`src/rtl/ca_line_renderer.sv`:
```
// Elementary cellular-automaton pixel source behind the VGA sync generator; one generation per cell-row.
// Latency: column x shows on vga_rgb exactly LEAD clks after the clk that presents prefetch_x = x.
// Backpressure: none; a free-running pixel stream that consumes one prefetch column per clk.
//
// Ports: clk/rst (sync, active-high); in_prefetch, prefetch_x, counter_y from the sync generator;
//   rule (latched on reseed), seed_mode (0 = centre cell, 1 = LFSR row), freeze (hold generation);
//   vga_rgb RGB332 pixel (0 when blanked), gen_count generations committed since last seed.
module ca_line_renderer #(
  parameter int         H_VISIBLE  = 1280,
  parameter int         V_VISIBLE  = 1024,
  parameter int         CELL_SHIFT = 2,
  parameter int         LEAD       = 16,
  parameter logic [7:0] FG_COLOR   = 8'hFC,
  parameter logic [7:0] BG_COLOR   = 8'h00
) (
  input  logic        clk,
  input  logic        rst,
  input  logic        in_prefetch,
  input  logic [10:0] prefetch_x,
  input  logic [10:0] counter_y,
  input  logic [7:0]  rule,
  input  logic        seed_mode,
  input  logic        freeze,
  output logic [7:0]  vga_rgb,
  output logic [15:0] gen_count
);

  localparam int          NCELLS  = H_VISIBLE >> CELL_SHIFT;
  localparam int          IW      = (NCELLS > 1) ? $clog2(NCELLS) : 1;
  localparam logic [10:0] Y_BLANK = 11'(V_VISIBLE);

  typedef enum logic [1:0] {ST_SEED, ST_WAIT, ST_RENDER} state_t;

  state_t              state_q, state_d;
  logic [IW-1:0]       seed_idx_q, seed_idx_d;
  logic [NCELLS-1:0]   cur_q, cur_d;
  logic [NCELLS-1:0]   nxt_q, nxt_d;
  logic [7:0]          rule_q, rule_d;
  logic [15:0]         lfsr_q, lfsr_d;
  logic [15:0]         gen_q, gen_d;
  logic [7:0]          rgb_q, rgb_d;
  logic [LEAD-2:0]     pix_pipe_q, vis_pipe_q;
  logic                prev_vis_q;

  logic [10:0]         col_c;
  logic [IW-1:0]       c_sel, c_l, c_r;
  logic                pix_bit, new_bit, line_end, row_last, cell_start;
  logic [2:0]          nbhd;

  // Cell lookup for the presented column; out-of-range columns (blanking) are clamped to cell 0
  // and masked by in_prefetch, so the vectors are never indexed past their end.
  assign col_c      = prefetch_x >> CELL_SHIFT;
  assign c_sel      = (col_c < 11'(NCELLS)) ? col_c[IW-1:0] : '0;
  assign c_l        = (c_sel == '0) ? IW'(NCELLS - 1) : c_sel - 1'b1;
  assign c_r        = (c_sel == IW'(NCELLS - 1)) ? '0 : c_sel + 1'b1;
  assign pix_bit    = in_prefetch & cur_q[c_sel];
  assign nbhd       = {cur_q[c_l], cur_q[c_sel], cur_q[c_r]};
  assign new_bit    = rule_q[nbhd];
  assign cell_start = (prefetch_x[CELL_SHIFT-1:0] == '0);
  assign row_last   = &counter_y[CELL_SHIFT-1:0];
  assign line_end   = prev_vis_q & ~in_prefetch;

  // Fibonacci LFSR, taps 16,14,13,11, shifting right; bit 0 is the seed output.
  assign lfsr_d = {lfsr_q[0] ^ lfsr_q[2] ^ lfsr_q[3] ^ lfsr_q[5], lfsr_q[15:1]};

  assign rgb_d = vis_pipe_q[LEAD-2] ? (pix_pipe_q[LEAD-2] ? FG_COLOR : BG_COLOR) : 8'h00;

  always_comb begin
    state_d    = state_q;
    seed_idx_d = seed_idx_q;
    rule_d     = rule_q;
    cur_d      = cur_q;
    nxt_d      = nxt_q;
    gen_d      = gen_q;
    unique case (state_q)
      ST_RENDER: begin
        if (in_prefetch && cell_start) nxt_d[c_sel] = new_bit;
        // Commit on the last pixel row of a cell-row: the whole line has rebuilt nxt from cur.
        if (line_end && row_last && !freeze) begin
          cur_d = nxt_q;
          if (gen_q != 16'hFFFF) gen_d = gen_q + 16'd1;
        end
        if (counter_y == Y_BLANK) begin
          if (freeze) begin
            state_d = ST_WAIT;
          end else begin
            state_d    = ST_SEED;
            rule_d     = rule;
            seed_idx_d = '0;
          end
        end
      end
      ST_SEED: begin
        cur_d[seed_idx_q] = seed_mode ? lfsr_q[0] : (seed_idx_q == IW'(NCELLS / 2));
        if (seed_idx_q == IW'(NCELLS - 1)) begin
          gen_d   = '0;
          state_d = (counter_y == '0) ? ST_RENDER : ST_WAIT;
        end else begin
          seed_idx_d = seed_idx_q + 1'b1;
        end
      end
      ST_WAIT: begin
        if (counter_y == '0) state_d = ST_RENDER;
      end
      default: state_d = ST_SEED;
    endcase
  end

  always_ff @(posedge clk) begin
    if (rst) begin
      state_q    <= ST_SEED;
      seed_idx_q <= '0;
      cur_q      <= '0;
      nxt_q      <= '0;
      rule_q     <= 8'd30;
      lfsr_q     <= 16'hACE1;
      gen_q      <= '0;
      rgb_q      <= '0;
      pix_pipe_q <= '0;
      vis_pipe_q <= '0;
      prev_vis_q <= 1'b0;
    end else begin
      state_q       <= state_d;
      seed_idx_q    <= seed_idx_d;
      cur_q         <= cur_d;
      nxt_q         <= nxt_d;
      rule_q        <= rule_d;
      lfsr_q        <= lfsr_d;
      gen_q         <= gen_d;
      rgb_q         <= rgb_d;
      prev_vis_q    <= in_prefetch;
      pix_pipe_q[0] <= pix_bit;
      vis_pipe_q[0] <= in_prefetch;
      for (int i = 1; i < LEAD - 1; i++) begin
        pix_pipe_q[i] <= pix_pipe_q[i-1];
        vis_pipe_q[i] <= vis_pipe_q[i-1];
      end
    end
  end

  assign vga_rgb   = rgb_q;
  assign gen_count = gen_q;

endmodule

```
`config.mk`:
```
export PLATFORM = sky130hd
export DESIGN_NAME = ca_line_renderer
export DESIGN_NICKNAME = d
export VERILOG_FILES = /design/src/rtl/ca_line_renderer.sv
export SDC_FILE = /design/constraint.sdc
export NUM_CORES = 2
export LEC_CHECK = 0
export BUFFER_PORTS_ARGS = -buffer_cell sky130_fd_sc_hd__clkbuf_2
export CELL_PAD_IN_SITES_DETAIL_PLACEMENT = 0
export CELL_PAD_IN_SITES_GLOBAL_PLACEMENT = 2
export CORE_UTILIZATION = 30
export CTS_BUF_LIST = sky130_fd_sc_hd__clkbuf_16
export CTS_CLUSTER_SIZE = 40
export DETAILED_ROUTE_END_ITERATION = 10
export PLACE_DENSITY = 0.73
export SYNTH_ARGS = -nofsm -noshare
export SYNTH_HDL_FRONTEND = slang
export SYNTH_SLANG_ARGS = --single-unit
export TNS_END_PERCENT = 50
```
`constraint.sdc`:
```
create_clock -name clk -period 7.79 [get_ports clk]
set_clock_uncertainty 0.05 [all_clocks]
set_input_delay 0.3895 -clock clk [delete_from_list [all_inputs] [get_ports clk]]
set_output_delay 0.3895 -clock clk [all_outputs]
set_load 0.01 [all_outputs]
```
==> flow_summary_export.csv <==
group,metric,value,unit
clock_network,cts_num_sinks,722,
drt,dr.first_iter.drc_count,6970,
sta,fin_crit,6970,ps
synth,synth_ff_type,"dfxtp_1",
power,p_int,6260,uW
power,p_sw,2990,uW
critical_path,critPathKind,"in -> reg",
floorplanning,die_area,146000,sq um
sta,setup_violations,0,
sta,relSlewSlack,7.36,%
sta,post-route-period-util,89.5,%
critical_path,r2r-start,"cur_q[7]",
global_route,gr-total-overflow,0,
sta,tightest_slew,1380,ps
power,ir_drop,0.174,mV
sta,fmaxAchievable,143,MHz
drt,firstDrtPassIters,8,
finish,multi_input_area,26300,sq um
global_route,grt_pass1_vias,41200,
synth,netlist_instances,5374,
power,p_seq_share,40.1,%
synth,yosysWarnings,0,
global_route,antenna_found_initial,7,
power,powerDensity,193,nW/um^2
synth,ys_ff_latch,722,
sta,hold_slack,37.6,ps
finish,drive_gt1_share,16.2,%
synth,ys_async_sr_fraction,0,%
run,drv_cap,0,
clock_network,cts_tree,"yes",
global_route,grt_pass1_wl,335000,microns
global_route,track_usage,31.9,%
critical_path,crit_family,"compound AO/OA/AOI/OAI gates",
placed_design,place.gp.congestion,1.09,
power,swShare,32.3,%
synth,yosys.cell_types.count,100,
placed_design,dp_hpwl,154000,microns
drt,route.antenna.remaining_nets,0,
floorplanning,row_count,139,
clock_network,cts_inserted_buffers,86,
critical_path,cp_cell_sequence,"buf_6 -> buf_4 -> nand2b_2 -> buf_4 -> a2bb2oi_1 -> o22ai_1 -> nor4_1 -> o2111ai_1 -> a2111oi_0 -> nor2_1 -> o31ai_4 -> mux2i_1 -> mux2i_1 -> mux2i_4 -> buf_12 -> o31ai_1",
hold_path,hold_start,"counter_y[8]",
critical_path,end_kind,"flip-flop",
clock_network,clk_latency,760,ps
floorplanning,fp.dieH,382,microns
critical_path,reg2reg_slack,1510,ps
critical_path,reg2reg_depth,13,
clock_network,post_cts_resized,0,
critical_path,crit_path_start_kind,"primary input",
drt,vias,45300,
power,pwr-share-comb,16.4,%
critical_path,critPathMaxStageDelay,730,ps
clock_network,cts_setup_buffers,0,
critical_path,worst-endpoint-required,8330,ps
synth,ys_seq_area_share,33.3,%
drt,routed_wl,242000,microns
finish,layout.area.seq,14500,sq um
sta,hold_viol,0,
clock_network,htree_levels,3,
finish,n_fill_cell,15000,
finish,syn2layout_area_growth,10.8,%
critical_path,crit_buf_inv,4,
finish,nets,5147,
finish,layout_commonest_cell,"dfxtp_1",
sta,drv_slew,0,
power,power.share.clock,43.5,%
floorplanning,core,143000,sq um
global_route,grt_max_degree,209,
synth,synth_area,43400,sq um
drt,drcViolationCount,0,
power,power_leakage,0.0161,uW
hold_path,min_to,"state_q[0]",
clock_network,ctsRootBufferMaster,"clkbuf_16",
hold_path,min_path_cells,4,
critical_path,critPathMaxFanout,109,
clock_network,clock_path_buffers,3,
synth,synth-edff-count,0,
clock_network,hold_buffers,13,
synth,avgSynthCellArea,8.07,sq um
hold_path,hold_path_class,"in -> reg",
drt,wl_per_cell,34.2,microns
floorplanning,die_w,382,microns
sta,timing.setup.tns,0,ps
clock_network,cts.clk_slew.worst_paths,60,ps
critical_path,r2r_end,"nxt_q[63]",
run_status,status,"completed",
drt,avgViaCountPerCell,6.40,
floorplanning,start_util,30.2,%
critical_path,cp.arrival,7510,ps
critical_path,crit_slowest_cell,"a2111oi_0",
finish,layout_common_cells,"dfxtp_1, nor2_1, nand2_1, a221oi_1, nand3b_1",
sta,rsz0062_at_grt,"false",
placed_design,port_buffers,56,
floorplanning,ios,59,
## layer usage
layer / wire (microns) / vias up / global-route usage, % / share of wire (%)
met5: 12 / - / 0 / 0.0050
li1: - / 19100 / - / -
met1: 98900 / 22600 / 42.7 / 41
met3: 24800 / 625 / 6.62 / 10
met2: 102000 / 2997 / 47.1 / 42
met4: 15600 / 2 / 18.6 / 6.5
## tightest hold or removal path, cell delays in order
cell	delay, ps
clkbuf_2	70
nor4_1	80
nor2b_1	140
nor3_1	110
## cells in the mapped netlist (all sizes together), types with 12 or more instances
library cell / instances / share of area, %
a221oi: 360 / 7.3
and2: 12 / 0.17
nand2b: 15 / 0.22
a31oi: 40 / 0.59
nor2b: 75 / 1.1
xnor2: 15 / 0.32
o22ai: 50 / 0.72
nand3: 133 / 1.5
xor2: 12 / 0.24
nand4: 14 / 0.20
clkbuf: 447 / 3.9
o221ai: 15 / 0.30
dfxtp: 722 / 33
and3: 41 / 0.59
o211ai: 15 / 0.29
mux2i: 169 / 3.9
or3: 34 / 0.49
buf: 186 / 3.2
nor4: 16 / 0.25
a2111oi: 17 / 0.39
a2bb2oi: 19 / 0.38
a211oi: 56 / 0.98
a21oi: 207 / 2.4
a22oi: 20 / 0.35
nand2: 721 / 6.2
o31ai: 333 / 9.1
o21ai: 301 / 3.5
nand3b: 320 / 5.5
or2: 12 / 0.17
nor2: 746 / 6.5
nor3: 54 / 0.63
inv: 17 / 0.15
mux2: 20 / 0.52
mux4: 35 / 1.8
## state kept, by name (all words and copies together) (netlist names)
register    flops
rule_q          8
cur_q         320
gen_count      16
lfsr_q         16
pix_pipe_q     15
state_q         2
vga_rgb         1
seed_idx_q      9
nxt_q         320
vis_pipe_q     15
## metrics by stage
stage	setup slack (ps)	instances	total power, uW	area [sq um]	util, %
5_1_grt	1090	7071	9460	48000	33.5
3_5_place_dp	635	6904	5250	45200	31.5
6_report	821	7076	9250	48000	33.5
3_3_place_gp	683	6904	5250	45200	31.5
4_1_cts	1390	7071	9230	48000	33.5
2_1_floorplan	2400	5375	4850	43400	-
## cells by family after synthesis
family                     count (synthesis)  share of synthesized area [%]
and+or+nand+nor                         2215                           24.1
xor gates and xnor gates                  27                          0.563
other                                      1                        0.00865
muxes                                    224                           6.29
adders and majority gates                 10                          0.288
AOI/OAI and AO/OA                       1525                           28.2
DFF                                      722                           33.3
buffers and inverters                    650                           7.26
## cell type report
type,count,area share (%)
Antenna cell,5,0.0260
Clock buffer,86,4.48
Clock inverter,68,1.22
Inverter,17,0.135
Multi-Input combinational cell,4003,54.7
Sequential cell,722,30.1
Tap cell,1903,4.96
Timing Repair Buffer,272,4.43
## power groups by stage
stage	registers, uW	clock network (uW)	logic [uW]
global placement	3790	0	1460
CTS	3710	4060	1470
detailed placement	3790	0	1460
floorplan	3790	0	1070
global route	3710	4210	1540
finish	3710	4030	1520
## how the worst max path moves through the flow
stage | startpoint | end | slack, ps | depth (start not counted)
detailed placement | prefetch_x[2] | nxt_q[63] | 630 | 16
CTS | prefetch_x[2] | nxt_q[32] | 1390 | 16
global route | prefetch_x[2] | nxt_q[127] | 1090 | 16
floorplan | prefetch_x[9] | nxt_q[110] | 2400 | 22
finish | prefetch_x[2] | nxt_q[63] | 820 | 16
global placement | prefetch_x[2] | nxt_q[63] | 680 | 16
(Power assumes the default switching activity.)
